[config.mk]
export PLATFORM = sky130hd
export DESIGN_NAME = exe_stage
export DESIGN_NICKNAME = d
export VERILOG_FILES = /design/src/rtl/exe_pkg.sv /design/src/rtl/alu.sv /design/src/rtl/exe_stage.sv
export SDC_FILE = /design/constraint.sdc
export NUM_CORES = 1
export LEC_CHECK = 0
export ABC_AREA = 1
export BUFFER_PORTS_ARGS = -buffer_cell sky130_fd_sc_hd__buf_2
export CORE_UTILIZATION = 48
export DETAILED_ROUTE_END_ITERATION = 8
export PLACE_DENSITY_LB_ADDON = 0.2
export SLEW_MARGIN = 20
export SYNTH_ARGS = -nofsm -noshare
export SYNTH_HDL_FRONTEND = slang
export SYNTH_SLANG_ARGS = --single-unit
export TNS_END_PERCENT = 30
[constraint.sdc]
create_clock -name clk -period 4.5 [get_ports clk]
set_input_delay 0.225 -clock clk [delete_from_list [all_inputs] [get_ports clk]]
set_output_delay 0.225 -clock clk [all_outputs]
set_load 0.01 [all_outputs]
[src/rtl/exe_pkg.sv]
// Shared definitions for the execute stage: ALU commands,
// NZCV bit positions and forwarding-select encodings.
package exe_pkg;

    localparam logic [3:0] CMD_MOV = 4'b0001;
    localparam logic [3:0] CMD_MVN = 4'b1001;
    localparam logic [3:0] CMD_ADD = 4'b0010;
    localparam logic [3:0] CMD_ADC = 4'b0011;
    localparam logic [3:0] CMD_SUB = 4'b0100;
    localparam logic [3:0] CMD_SBC = 4'b0101;
    localparam logic [3:0] CMD_AND = 4'b0110;
    localparam logic [3:0] CMD_ORR = 4'b0111;
    localparam logic [3:0] CMD_EOR = 4'b1000;

    localparam int FLG_N = 3;
    localparam int FLG_Z = 2;
    localparam int FLG_C = 1;
    localparam int FLG_V = 0;

    localparam logic [1:0] FWD_ID  = 2'd0;
    localparam logic [1:0] FWD_MEM = 2'd1;
    localparam logic [1:0] FWD_WB  = 2'd2;

endpackage

[src/rtl/alu.sv]
// Combinational ALU: result plus next NZCV.
// C and V pass through from cin/vin for logical and move ops.
module alu
    import exe_pkg::*;
#(
    parameter int WIDTH = 32
) (
    input  logic [WIDTH-1:0] rn,
    input  logic [WIDTH-1:0] val2,
    input  logic [3:0]       cmd,
    input  logic             cin,
    input  logic             vin,
    output logic [WIDTH-1:0] res,
    output logic [3:0]       nzcv_next
);

    logic             is_sub;
    logic             arith;
    logic             c0;
    logic [WIDTH-1:0] b_op;
    logic [WIDTH:0]   sum;

    // Subtraction is rn + ~val2 + carry, so carry out is NOT borrow.
    always_comb begin
        is_sub = (cmd == CMD_SUB) || (cmd == CMD_SBC);
        arith  = is_sub || (cmd == CMD_ADD) || (cmd == CMD_ADC);
        b_op   = is_sub ? ~val2 : val2;
        unique case (cmd)
            CMD_ADC: c0 = cin;
            CMD_SUB: c0 = 1'b1;
            CMD_SBC: c0 = cin;
            default: c0 = 1'b0;
        endcase
        sum = {1'b0, rn} + {1'b0, b_op} + {{WIDTH{1'b0}}, c0};
    end

    always_comb begin
        unique case (cmd)
            CMD_MOV: res = val2;
            CMD_MVN: res = ~val2;
            CMD_ADD: res = sum[WIDTH-1:0];
            CMD_ADC: res = sum[WIDTH-1:0];
            CMD_SUB: res = sum[WIDTH-1:0];
            CMD_SBC: res = sum[WIDTH-1:0];
            CMD_AND: res = rn & val2;
            CMD_ORR: res = rn | val2;
            CMD_EOR: res = rn ^ val2;
            default: res = '0;
        endcase
    end

    always_comb begin
        nzcv_next        = '0;
        nzcv_next[FLG_N] = res[WIDTH-1];
        nzcv_next[FLG_Z] = (res == '0);
        nzcv_next[FLG_C] = arith ? sum[WIDTH] : cin;
        nzcv_next[FLG_V] = arith
            ? ((rn[WIDTH-1] == b_op[WIDTH-1]) &&
               (sum[WIDTH-1] != rn[WIDTH-1]))
            : vin;
    end

endmodule

[src/rtl/exe_stage.sv]
// Execute stage: ALU, NZCV register, branch target, EXE/MEM register.
// Operand forwarding muxes are built when FORWARDING_EN is defined.
module exe_stage
    import exe_pkg::*;
#(
    parameter int WIDTH = 32,
    parameter int RA_W  = 4
) (
    input  logic             clk,
    input  logic             rst,
    input  logic             freeze,
    input  logic             flush,
    input  logic             valid_in,
    input  logic [3:0]       exe_cmd,
    input  logic             wb_en_in,
    input  logic             mem_r_en_in,
    input  logic             mem_w_en_in,
    input  logic             b_in,
    input  logic             s_in,
    input  logic [WIDTH-1:0] pc_in,
    input  logic [WIDTH-1:0] val_rn,
    input  logic [WIDTH-1:0] val2,
    input  logic [WIDTH-1:0] val_rm,
    input  logic [23:0]      imm24,
    input  logic [RA_W-1:0]  dest_in,
    input  logic [1:0]       sel_src1,
    input  logic [1:0]       sel_src2,
    input  logic [WIDTH-1:0] mem_fwd,
    input  logic [WIDTH-1:0] wb_fwd,
    output logic             valid_out,
    output logic             wb_en_out,
    output logic             mem_r_en_out,
    output logic             mem_w_en_out,
    output logic [WIDTH-1:0] alu_res,
    output logic [WIDTH-1:0] st_val,
    output logic [RA_W-1:0]  dest_out,
    output logic [3:0]       status,
    output logic             branch_taken,
    output logic [WIDTH-1:0] branch_addr
);

    logic [WIDTH-1:0] op1;
    logic [WIDTH-1:0] op2;
    logic [WIDTH-1:0] st_data;
    logic [WIDTH-1:0] res;
    logic [3:0]       nzcv_next;
    logic [WIDTH-1:0] br_off;
    logic             st_wr;

`ifdef FORWARDING_EN
    always_comb begin
        unique case (sel_src1)
            FWD_MEM: op1 = mem_fwd;
            FWD_WB:  op1 = wb_fwd;
            default: op1 = val_rn;
        endcase
        unique case (sel_src2)
            FWD_MEM: begin
                op2     = mem_fwd;
                st_data = mem_fwd;
            end
            FWD_WB: begin
                op2     = wb_fwd;
                st_data = wb_fwd;
            end
            default: begin
                op2     = val2;
                st_data = val_rm;
            end
        endcase
    end
`else
    logic unused_fwd;
    assign unused_fwd = ^{sel_src1, sel_src2, mem_fwd, wb_fwd};
    assign op1        = val_rn;
    assign op2        = val2;
    assign st_data    = val_rm;
`endif

    alu #(.WIDTH(WIDTH)) u_alu (
        .rn        (op1),
        .val2      (op2),
        .cmd       (exe_cmd),
        .cin       (status[FLG_C]),
        .vin       (status[FLG_V]),
        .res       (res),
        .nzcv_next (nzcv_next)
    );

    // imm24 is a word offset; sign-extend and scale to bytes.
    assign br_off       = {{(WIDTH-26){imm24[23]}}, imm24, 2'b00};
    assign branch_addr  = pc_in + br_off;
    assign branch_taken = valid_in & b_in & ~flush;

    assign st_wr = valid_in & s_in & ~b_in & ~flush;

    always_ff @(posedge clk or posedge rst) begin
        if (rst) begin
            status <= '0;
        end else if (!freeze && st_wr) begin
            status <= nzcv_next;
        end
    end

    always_ff @(posedge clk or posedge rst) begin
        if (rst) begin
            valid_out    <= 1'b0;
            wb_en_out    <= 1'b0;
            mem_r_en_out <= 1'b0;
            mem_w_en_out <= 1'b0;
            alu_res      <= '0;
            st_val       <= '0;
            dest_out     <= '0;
        end else if (!freeze) begin
            valid_out    <= valid_in & ~flush;
            wb_en_out    <= wb_en_in & valid_in & ~flush;
            mem_r_en_out <= mem_r_en_in & valid_in & ~flush;
            mem_w_en_out <= mem_w_en_in & valid_in & ~flush;
            alu_res      <= res;
            st_val       <= st_data;
            dest_out     <= dest_in;
        end
    end

endmodule

==> reports/summary.txt <==
Synthesis-stage register bit count: 76
Post-CTS setup buffers: 0
Drt pass-1 iters: 5
Post-synth EDFFs: 0
Worst reg2reg endpoint: status[2]
CTS Root Cell: clkbuf_16
Final Util: 58.72%
Number of global-route vias before repair: 9244
Largest net degree at the start of global routing: 70
Average routed wire per standard cell: 14.52 um
Final Hold Fails: 0
Fin nets: 2136
Hold buffer count at CTS: 0
R2r setup slk: 1.41 ns
Number of core rows: 51
Worst-path clk slew: 0.06 ns
Inserted Clock Buffers: 9
Crit-path most repeated cell: nand2_1
P_leak: 0.006701 uW
Dpl cell area: 11130 um^2
Post-route cell area: 11470 um^2
Starting density of the core: 49.21%
Initial DRC Count: 590
Fin crit period: 3.217 ns
Port bufs: 274
Worst stage delay on the critical path: 0.44 ns
PwrDens: 252.0 nW/um^2
Register area share after synthesis: 19.79%
Max VDD drop: 0.1594 mV
Pins over their slew limit: 0
Status: complete, no violations
Total GRT Usage: 28.16%
Crit path max fanout: 31
Synth top area cells: dfrtp_1 20%, nand2_1 20%, ha_1 16%
Yosys top cell area share: 19.79%
CP Capture Point: status[2]
Avg Synthesized Cell Area: 6.334 um^2
CP max stage cell: fa_1
PnR worst setup slack: 1.283 ns
Cell family with most CP delay: simple AND/OR/NAND/NOR gates
CP startpoint kind: input pin
Yosys cell types: 51
Crit. End Element: flip-flop
DR DRC count: 0
Worst EP required: 4.77 ns
Global route total overflow: 0
Hold WC Path Type: in2async
Syn Std Cell Area: 9608 um^2
Arr. time, crit path: 3.49 ns
Ports: 347
Worst slew margin: 47.00%
Number of routed nets with antenna violations: 0
Clk_lat worst skew: 0.33 ns
Syn nets: 1882
Max_cap viols: 0
Post-synth top flop: dfrtp_1
Synth Instances: 1517
Final setup viols: 0
Die Footprint: 20590 um^2
Floorplan core area: 19530 um^2
Setup TNS: 0 ns
Setup crit start: exe_cmd[2]
Yosys warnings: 0
Synth async-reset ratio: 100.0%
# clock sinks: 76
Fmax: 310.9 MHz
Die Span X: 143.5 um
Share of cells above drive strength 1: 18.52%
Aggregate routed wire length: 29.66 mm
Die Ht: 143.5 um
Dpl ws: 0.9371 ns
WP buf/inv: 6
Area Overhead vs Synth: 19.34%
TritonCTS clock tree: yes
Stages on the worst setup path: 25
Tightest Pin Transition: 0.7951 ns
CP Class: in2reg
RD Place Congestion: 0.9773
R2R cell count: 20
Antenna violations before repair: 1
Vias post-DR: 10520
H-tree levels: 3
Unrepaired setup endpoints after global routing: no
Via density: 5.154
HPWL Detailed: 24.55 mm
First-pass GRT wire length: 45.94 mm
Reg-to-reg critical path startpoint: status[1]
Clk buf depth: 2
CTS resizes: 0
Final cycle utilization of the critical path: 71.49%
Final Skew: 0.005837 ns
Largest area contributor in the netlist: dfrtp_1
## power by group
group | switching (uW) | internal [uW]
sequential | 44.1 | 760
clock | 295 | 495
combinational | 820 | 475
## final cells by class
type	count	area (um^2)
fillers	1977	8060
clock inverters	7	106.4
inverters	235	883.3
repair buffers	280	1416
flip-flops and latches	76	1902
clock buffers	9	225.2
multi-input cells	1169	6599
diodes	1	2.502
well taps	265	331.6
## routing by layer
| metal | global-route usage [%] | part of all wire, % |
|---|---|---|
| met2 | 49.08 | 47 |
| met4 | 7.895 | 2.2 |
| met1 | 36.48 | 44 |
| met3 | 3.232 | 6.0 |
| met5 | 0 | 0 |
## synthesized netlist by cell type, drive strengths merged, types with 2 or more instances
cell,number
xnor2,10
nand2,512
o211ai,8
buf,20
nor2,117
xor2,52
nor4,2
ha,124
o21bai,7
a21oi,61
o22ai,4
nand4,12
a21o,3
o221ai,2
fa,3
a221oi,2
a211oi,18
nand3,92
a31oi,22
inv,234
o21ai,81
dfrtp,76
nor3,16
nand3b,11
a22o,3
clkbuf,17
## per-stage QoR
step,cells,total power [uW],hold slack (ns)
2_1_floorplan,1517,1644,0.3346
3_3_place_gp,2025,2078,0.3771
3_5_place_dp,2025,2100,0.3858
4_1_cts,2041,2901,0.02960
5_1_grt,2042,3109,0.06800
6_report,2042,2890,0.002911
## how the worst min path moves through the flow
stage | from | to | slack (ns)
final | rst | alu_res[3] | 0.003
after global routing | rst | alu_res[1] | 0.07
after detailed placement | rst | st_val[27] | 0.39
after floorplan | dest_in[0] | dest_out[0] | 0.33
after CTS | rst | st_val[27] | 0.03
after global placement | rst | st_val[27] | 0.38
## cell usage in the layout, fill, tap and decap left out, types with 3 or more instances in the layout
master	n
a211oi_1	16
a21o_1	3
a21oi_1	60
a22o_1	3
a31oi_1	22
buf_2	274
buf_4	6
clkbuf_16	9
dfrtp_1	76
fa_1	3
ha_1	124
inv_1	225
inv_2	8
nand2_1	503
nand2_2	7
nand3_1	92
nand3b_1	11
nand4_1	11
nor2_1	110
nor2_2	4
nor2_4	3
nor3_1	15
o211ai_1	8
o21ai_0	64
o21ai_1	15
o21bai_1	7
o22ai_1	4
xnor2_1	10
xor2_1	52
## state kept, by name, summed over array words and instances, names as in the netlist
register      count
mem_r_en_out      1
st_val           32
alu_res          32
status            4
valid_out         1
wb_en_out         1
dest_out          4
mem_w_en_out      1
## cells by family after synthesis
family	count (synthesis)	share of synthesized area (%)
AOI/OAI and AO/OA	216	13.35
xor gates and xnor gates	62	5.652
adders and majority gates	127	16.77
buffers and inverters	272	11.52
DFF	76	19.79
and+or+nand+nor	764	32.91
Power figures use the tool's default switching activity.
